--- config.mk ---
export PLATFORM = sky130hd
export DESIGN_NAME = div_seq_controller
export DESIGN_NICKNAME = d
export VERILOG_FILES = /design/src/rtl/div_pkg.sv /design/src/rtl/div_iter_counter.sv /design/src/rtl/div_seq_controller.sv
export SDC_FILE = /design/constraint.sdc
export NUM_CORES = 1
export LEC_CHECK = 0
export ABC_CLOCK_PERIOD_IN_PS = 2400
export CAP_MARGIN = 20
export CORE_AREA = 2 2 39 41
export DETAILED_ROUTE_END_ITERATION = 8
export DIE_AREA = 0 0 41 43
export SYNTH_ARGS = -nofsm -noshare
export SYNTH_HDL_FRONTEND = slang
export SYNTH_SLANG_ARGS = --single-unit
--- constraint.sdc ---
create_clock -name clk -period 2.4 [get_ports clk]
set_input_delay 0.24 -clock clk [delete_from_list [all_inputs] [get_ports clk]]
set_output_delay 0.24 -clock clk [all_outputs]
set_load 0.03 [all_outputs]
--- src/rtl/div_pkg.sv ---
// rtl/div_pkg.sv - shared state encoding and datapath mux selects for the divider controller
package div_pkg;

    typedef enum logic [2:0] {
        IDLE = 3'b000,
        LOAD = 3'b001,
        SUB  = 3'b010,
        RST  = 3'b011,
        SHF  = 3'b100,
        DONE = 3'b101
    } div_state_e;

    localparam logic [1:0] SEL_HOLD  = 2'b00;
    localparam logic [1:0] SEL_ALU   = 2'b01;
    localparam logic [1:0] SEL_LOAD  = 2'b10;
    localparam logic [1:0] SEL_SHIFT = 2'b11;

endpackage

--- src/rtl/div_iter_counter.sv ---
// rtl/div_iter_counter.sv - iteration counter for the divider; saturates at WIDTH-1
module div_iter_counter #(
    parameter int WIDTH = 8
) (
    input  logic clk,
    input  logic reset,
    input  logic clear,
    input  logic inc,
    output logic last
);

    localparam int CW = $clog2(WIDTH);

    logic [CW-1:0] cnt_q, cnt_d;

    assign last = (cnt_q == CW'(WIDTH - 1));

    // clear wins over inc; the last check keeps the count from ever wrapping
    always_comb begin
        cnt_d = cnt_q;
        if (clear) begin
            cnt_d = '0;
        end else if (inc && !last) begin
            cnt_d = cnt_q + CW'(1);
        end
    end

    always_ff @(posedge clk or posedge reset) begin
        if (reset) begin
            cnt_q <= '0;
        end else begin
            cnt_q <= cnt_d;
        end
    end

endmodule

--- src/rtl/div_seq_controller.sv ---
// rtl/div_seq_controller.sv - Moore sequencer for the restoring divider datapath
// DIVCTL_DBZ_EN adds dbz input and dbz_err output for divide-by-zero early exit.
module div_seq_controller
    import div_pkg::*;
#(
    parameter int WIDTH = 8
) (
    input  logic       clk,
    input  logic       reset,
    input  logic       start,
    input  logic       sign,
`ifdef DIVCTL_DBZ_EN
    input  logic       dbz,
    output logic       dbz_err,
`endif
    output logic       load,
    output logic       add,
    output logic       shift,
    output logic       inbit,
    output logic [1:0] sel,
    output logic       valid,
    output logic       busy
);

    div_state_e state_q, state_d;
    logic       last;
    logic       cnt_clear;
    logic       cnt_inc;

    assign cnt_clear = start || (state_q == LOAD);
    assign cnt_inc   = !start && ((state_q == RST) || (state_q == SHF));

    div_iter_counter #(
        .WIDTH (WIDTH)
    ) u_iter_counter (
        .clk   (clk),
        .reset (reset),
        .clear (cnt_clear),
        .inc   (cnt_inc),
        .last  (last)
    );

`ifdef DIVCTL_DBZ_EN
    logic dbz_q, dbz_d;

    assign dbz_d   = (state_q == LOAD) ? dbz : dbz_q;
    assign dbz_err = (state_q == DONE) && dbz_q;

    always_ff @(posedge clk or posedge reset) begin
        if (reset) begin
            dbz_q <= 1'b0;
        end else begin
            dbz_q <= dbz_d;
        end
    end
`endif

    always_ff @(posedge clk or posedge reset) begin
        if (reset) begin
            state_q <= IDLE;
        end else begin
            state_q <= state_d;
        end
    end

    always_comb begin
        state_d = IDLE;
        case (state_q)
            IDLE:    state_d = start ? LOAD : IDLE;
`ifdef DIVCTL_DBZ_EN
            LOAD:    state_d = dbz ? DONE : SUB;
`else
            LOAD:    state_d = SUB;
`endif
            SUB:     state_d = sign ? RST : SHF;
            RST,
            SHF:     state_d = last ? DONE : SUB;
            DONE:    state_d = IDLE;
            default: state_d = IDLE;
        endcase
        // a new start aborts whatever is running, including a pending DONE
        if (start) begin
            state_d = LOAD;
        end
    end

    always_comb begin
        load  = 1'b0;
        add   = 1'b0;
        shift = 1'b0;
        inbit = 1'b0;
        sel   = SEL_HOLD;
        valid = 1'b0;
        busy  = 1'b0;
        case (state_q)
            LOAD: begin
                load = 1'b1;
                sel  = SEL_LOAD;
                busy = 1'b1;
            end
            SUB: begin
                sel  = SEL_ALU;
                busy = 1'b1;
            end
            RST: begin
                sel   = SEL_ALU;
                add   = 1'b1;
                shift = 1'b1;
                busy  = 1'b1;
            end
            SHF: begin
                sel   = SEL_SHIFT;
                shift = 1'b1;
                inbit = 1'b1;
                busy  = 1'b1;
            end
            DONE:    valid = 1'b1;
            default: ;
        endcase
    end

endmodule

After elaboration in Yosys (flattened, before gate mapping). Cells that the tools add are included.

Bits in registers: 6. Bits of input ports: 4. Output and inout bits: 8. Logic and storage cells: 32.

Add/sub/neg operators: 1. Equality and inequality tests: 6. Mux-type cells: 13. Reduce and logical (&&, ||, !) cells: 10.

Operators by type and width (number): $mux W3 (5); $eq A3 B3 Y1 const B (3); $pmux W3 S3 (1); $eq A3 B2 Y1 const B (2); $mux W1 (6); $pmux W2 S3 (1); $reduce_or A2 Y1 (2); $reduce_or A4 Y1 (1); $add A3 B1 Y3 const B (1); $eq A3 B1 Y1 const B (1); $logic_and A1 B1 Y1 (2); $logic_not A1 Y1 (2); $logic_or A1 B1 Y1 (2); $reduce_bool A2 Y1 (1).

Logic depth before layout (Yosys ltp). Gate-level depths: netlist of the first run.

Depth in word-level cells: 6. Depth in mapped cells: 6. Depth with buffers taken out: 5.

By module. Synthesis of the first run repeated with hierarchy kept, for this count alone.

Cells, all modules: 48. Area, all modules: 473.0 um^2.

Modules (own cells, without submodules): div_seq_controller (times used 1, cells an instance 32, area each 285.3 um^2, seq. area each 75.1 um^2); div_iter_counter (times used 1, cells an instance 16, area each 187.7 um^2, seq. area each 75.1 um^2).

Worst setup path after synthesis of the first run. OpenSTA, ideal clock, no wires.

Path type: register -> output. Start: register state_q[0]. End: output sel[1]. Data arrival time: 1763 ps. Data required time: 2160 ps. Setup slack: 397 ps. Cell stages (with the launch flop): 4. Path buffers: 1. Path through: dfrtp_1 clkbuf_1 nor3b_1 or2_1.

Word-level cells in the longest chain between the ends: 3. Elaborated cells on any way between the ends: 6. Classes of those cells: 4 x eq/ne; 1 x mux; 1 x reduce/logical.

RTL lines: start, declared (line div_seq_controller.sv:25) `div_state_e state_q, state_d;`; start signal, assigned (line div_seq_controller.sv:62) `state_q <= state_d;`; $eq A3 B2 Y1 (line div_seq_controller.sv:95) `case (state_q)`; $reduce_or A2 Y1 (no line); $pmux W2 S3 * (line div_seq_controller.sv:95); end, declared (line div_seq_controller.sv:20) `output logic [1:0] sel,`.

Every way passes the cells marked *; elsewhere a longest branch is shown, timed or not.

Worst setup path in the final report of the first run.
Start: register state_q[1]. End: output sel[1].

The elaborated chain is that of the path after synthesis.

==> flow_metrics.tcl, run 1 <==
set metrics [dict create \
    grt_pass1_vias 412 \
    cts.sinks 6 \
    critPathCapture "sel[1]" \
    worstPathCellList "nor2_1 > nand2_1 > inv_2 > or2_1 > clkdlybuf4s50_1" \
    fin_tns_setup_ps 0 \
    synth.top_cells.by_area "dfrtp_1, ha_1, nor3b_1, a21oi_1, nand3_1" \
    rsz0062_at_grt "no" \
    die_h_um 43 \
    worstRegToRegCells 5 \
    ant_nets 0 \
    cts_buffers 3 \
    fin_worst_skew_ps 2.41 \
    drc 0 \
    slew_headroom_pct 79.1 \
    setup_violations 0 \
    fin_crit_ps 2150 \
    root_buffer "clkbuf_4" \
    fp-row-count 14 \
    cts_setup_buffers 0 \
    synth_top_area_share_pct 33.7 \
    io_buffers 11 \
    max_clock_freq_mhz 465 \
    grt_max_degree 12 \
    status "finished, final reports clean" \
    diodes 0 \
    h-tree-depth 1 \
    critPathTopFamily "buffers and inverters" \
    initial_utilization_pct 32.2 \
    die-area_mm2 0.00176 \
    multi_input_area_um2 262 \
    cp_max_fo 9 \
    critPathKind "reg -> out" \
    num-fill-cells 149 \
    drive_gt1_share_pct 12.7 \
    ioPinCount 12 \
    ir_drop_mv 0.206 \
    critPathBufInv 2 \
    via_per_inst 5.25 \
    p_leak_nw 0.243 \
    worst_slew_pin_slew_ps 312 \
    grt_antenna_before_repair 0 \
    crit_arrival_ps 1910 \
    timing.final.ws_setup_ps 249 \
    avgRoutedWirePerCell_um 12.1 \
    area_growth_pct 30.1 \
    gp_congestion 0.710 \
    yosys.area.top_type "dfrtp_1" \
    drt_iter0_drc 2 \
    via_count 415 \
    period_share_pct 89.6 \
    synthCells 52 \
    endpoint_kind "output port" \
    required_ps 2160 \
    dp_hpwl_um 744 \
    r2r_slack_ps 600 \
    ys_seq_area_share_pct 33.7 \
    syn_avg_cell_area_um2 8.57 \
    final_util_pct 41.9 \
    core_area_mm2 0.00138 \
    grt_pass1_wl_um 1650 \
    ys_ff_latch 6 \
    min_path_type "in -> async" \
    grt_overflow 0 \
    die_x_um 41 \
    drt-pass1-iter-count 4 \
    cts_max_path_buffers 2 \
    hold_viol_final 0 \
    worst_r2r_endpoint "u_iter_counter.cnt_q[0]" \
    grt_use_total_pct 14.2 \
    p_per_area_mw_per_mm2 534 \
    yosysUniqueCellTypes 27 \
    clk-insertion-delay-late_ps 250 \
    cts_tree "done" \
    critPathMaxStageDelay_ps 660 \
    r2r_start "u_iter_counter.cnt_q[0]" \
    pre_cts_ws_ps 508 \
    holdBufCountCts 0 \
    slew_viol_final 0 \
    synth_fp_nets 58 \
    start_kind "flop" \
    nets 71 \
    register_area_um2 150 \
    ys_warn_count 0 \
    syn_area_um2 445 \
    clk_pin_slew_ps 50 \
    cp.depth 5 \
    crit_start "state_q[1]" \
    critPathSlowestCell "clkdlybuf4s50_1" \
    maxCapViolCount 0 \
    totalWireLength_um 953 \
    cts_resized 0 \
]
area by class of cell:
type                    count  area share [%]
clock buffers               3            3.89
inverters                   4            2.59
multi-input cells          39            45.1
flip-flops and latches      6            25.9
well taps                  16            3.46
repair buffers             11            19.0
routing by layer:
| layer | vias to the layer above | track usage (%) | wire length (µm) |
|---|---|---|---|
| li1 | 205 | - | - |
| met1 | 192 | 14.6 | 379 |
| met2 | 16 | 22.5 | 498 |
| met3 | 2 | 4.71 | 55 |
| met4 | 0 | 10.0 | 20 |
| met5 | - | 0 | 0 |
logic make-up after synthesis:
| kind of cell | count (synthesis) | share of synthesized area (%) |
|---|---|---|
| simple gates | 21 | 29.8 |
| fa+ha+maj | 2 | 5.62 |
| flops | 6 | 33.7 |
| buf+inv | 7 | 7.58 |
| compound gates | 15 | 21.3 |
| xor+xnor | 1 | 1.97 |
per-stage QoR:
step	instance area (µm²)	power (mW)	hold slack, ps	instances
floorplan	445	0.180	31.0	52
global placement	557	0.212	477	76
detailed placement	557	0.213	482	76
CTS	579	0.314	211	79
global route	579	0.332	238	79
finish	579	0.310	203	79
registers in the layout, summed over array words and instances (netlist names):
name,count
state_q,3
u_iter_counter.cnt_q,3
power breakdown:
| group | switching (mW) | internal [mW] | leakage [nW] | total [mW] |
|---|---|---|---|---|
| logic | 0.0516 | 0.0414 | 0.150 | 0.0930 |
| registers | 0.0107 | 0.107 | 0.0790 | 0.117 |
| clock network | 0.0422 | 0.0570 | 0.0138 | 0.0991 |
worst min path at each step:
stage	from	end	slack (ps)	cells past startpoint
final	reset	u_iter_counter.cnt_q[2]	200	2
after detailed placement	reset	u_iter_counter.cnt_q[0]	480	2
after CTS	reset	u_iter_counter.cnt_q[2]	210	2
after global routing	reset	u_iter_counter.cnt_q[1]	240	2
after floorplan	reset	state_q[0]	30	1
after global placement	reset	state_q[2]	480	2
cell usage after synthesis (all sizes together):
| cell | instances |
|---|---|
| a21o | 2 |
| or2 | 3 |
| buf | 1 |
| and3b | 1 |
| nand2 | 4 |
| nor2 | 2 |
| nand3 | 3 |
| inv | 4 |
| nor3b | 3 |
| a21oi | 5 |
| dfrtp | 6 |
| ha | 2 |
| o21ai | 3 |
| o211ai | 2 |
| xnor2 | 1 |
| a31oi | 1 |
| a21boi | 1 |
| clkbuf | 2 |
| nand2b | 1 |
| nand4bb | 1 |
| or4b | 1 |
| nor2b | 2 |
| o31ai | 1 |
worst register-to-register path: stages (launching register included):
cell,delay [ps]
dfrtp_1,400
ha_1,210
ha_1,270
or4b_4,540
a21o_1,190
a21oi_2,120
layout by cell type, fill, tap and decap left out, drive strengths merged:
cell / n
nand2b: 1
dfrtp: 6
or4b: 1
clkdlybuf4s50: 11
ha: 2
o31ai: 1
nand2: 4
nand4bb: 1
o21ai: 3
a21oi: 5
nor2b: 2
and3b: 1
xnor2: 1
a21boi: 1
nand3: 3
o211ai: 2
or2: 3
clkbuf: 3
nor3b: 3
inv: 4
a21o: 2
a31oi: 1
nor2: 2
No activity file was read; power rests on OpenSTA's default activity.
==> run 2: changes to the inputs <==
- ABC_CLOCK_PERIOD_IN_PS: 2400 -> 2600
- clock period: 2.4 -> 2.6 ns (I/O delays scaled with it)
==> results of run 2 <==
Same layout as run 1 (identical final DEF). Status: finished, final reports clean.
Main changes from that run: setup slack after placement 508 ps -> 688 ps; setup slack after layout 249 ps -> 429 ps; hold slack 203 ps -> 223 ps; register-to-register setup slack 600 ps -> 800 ps; total power 0.310 mW -> 0.286 mW; worst IR drop on VDD 0.206 mV -> 0.190 mV
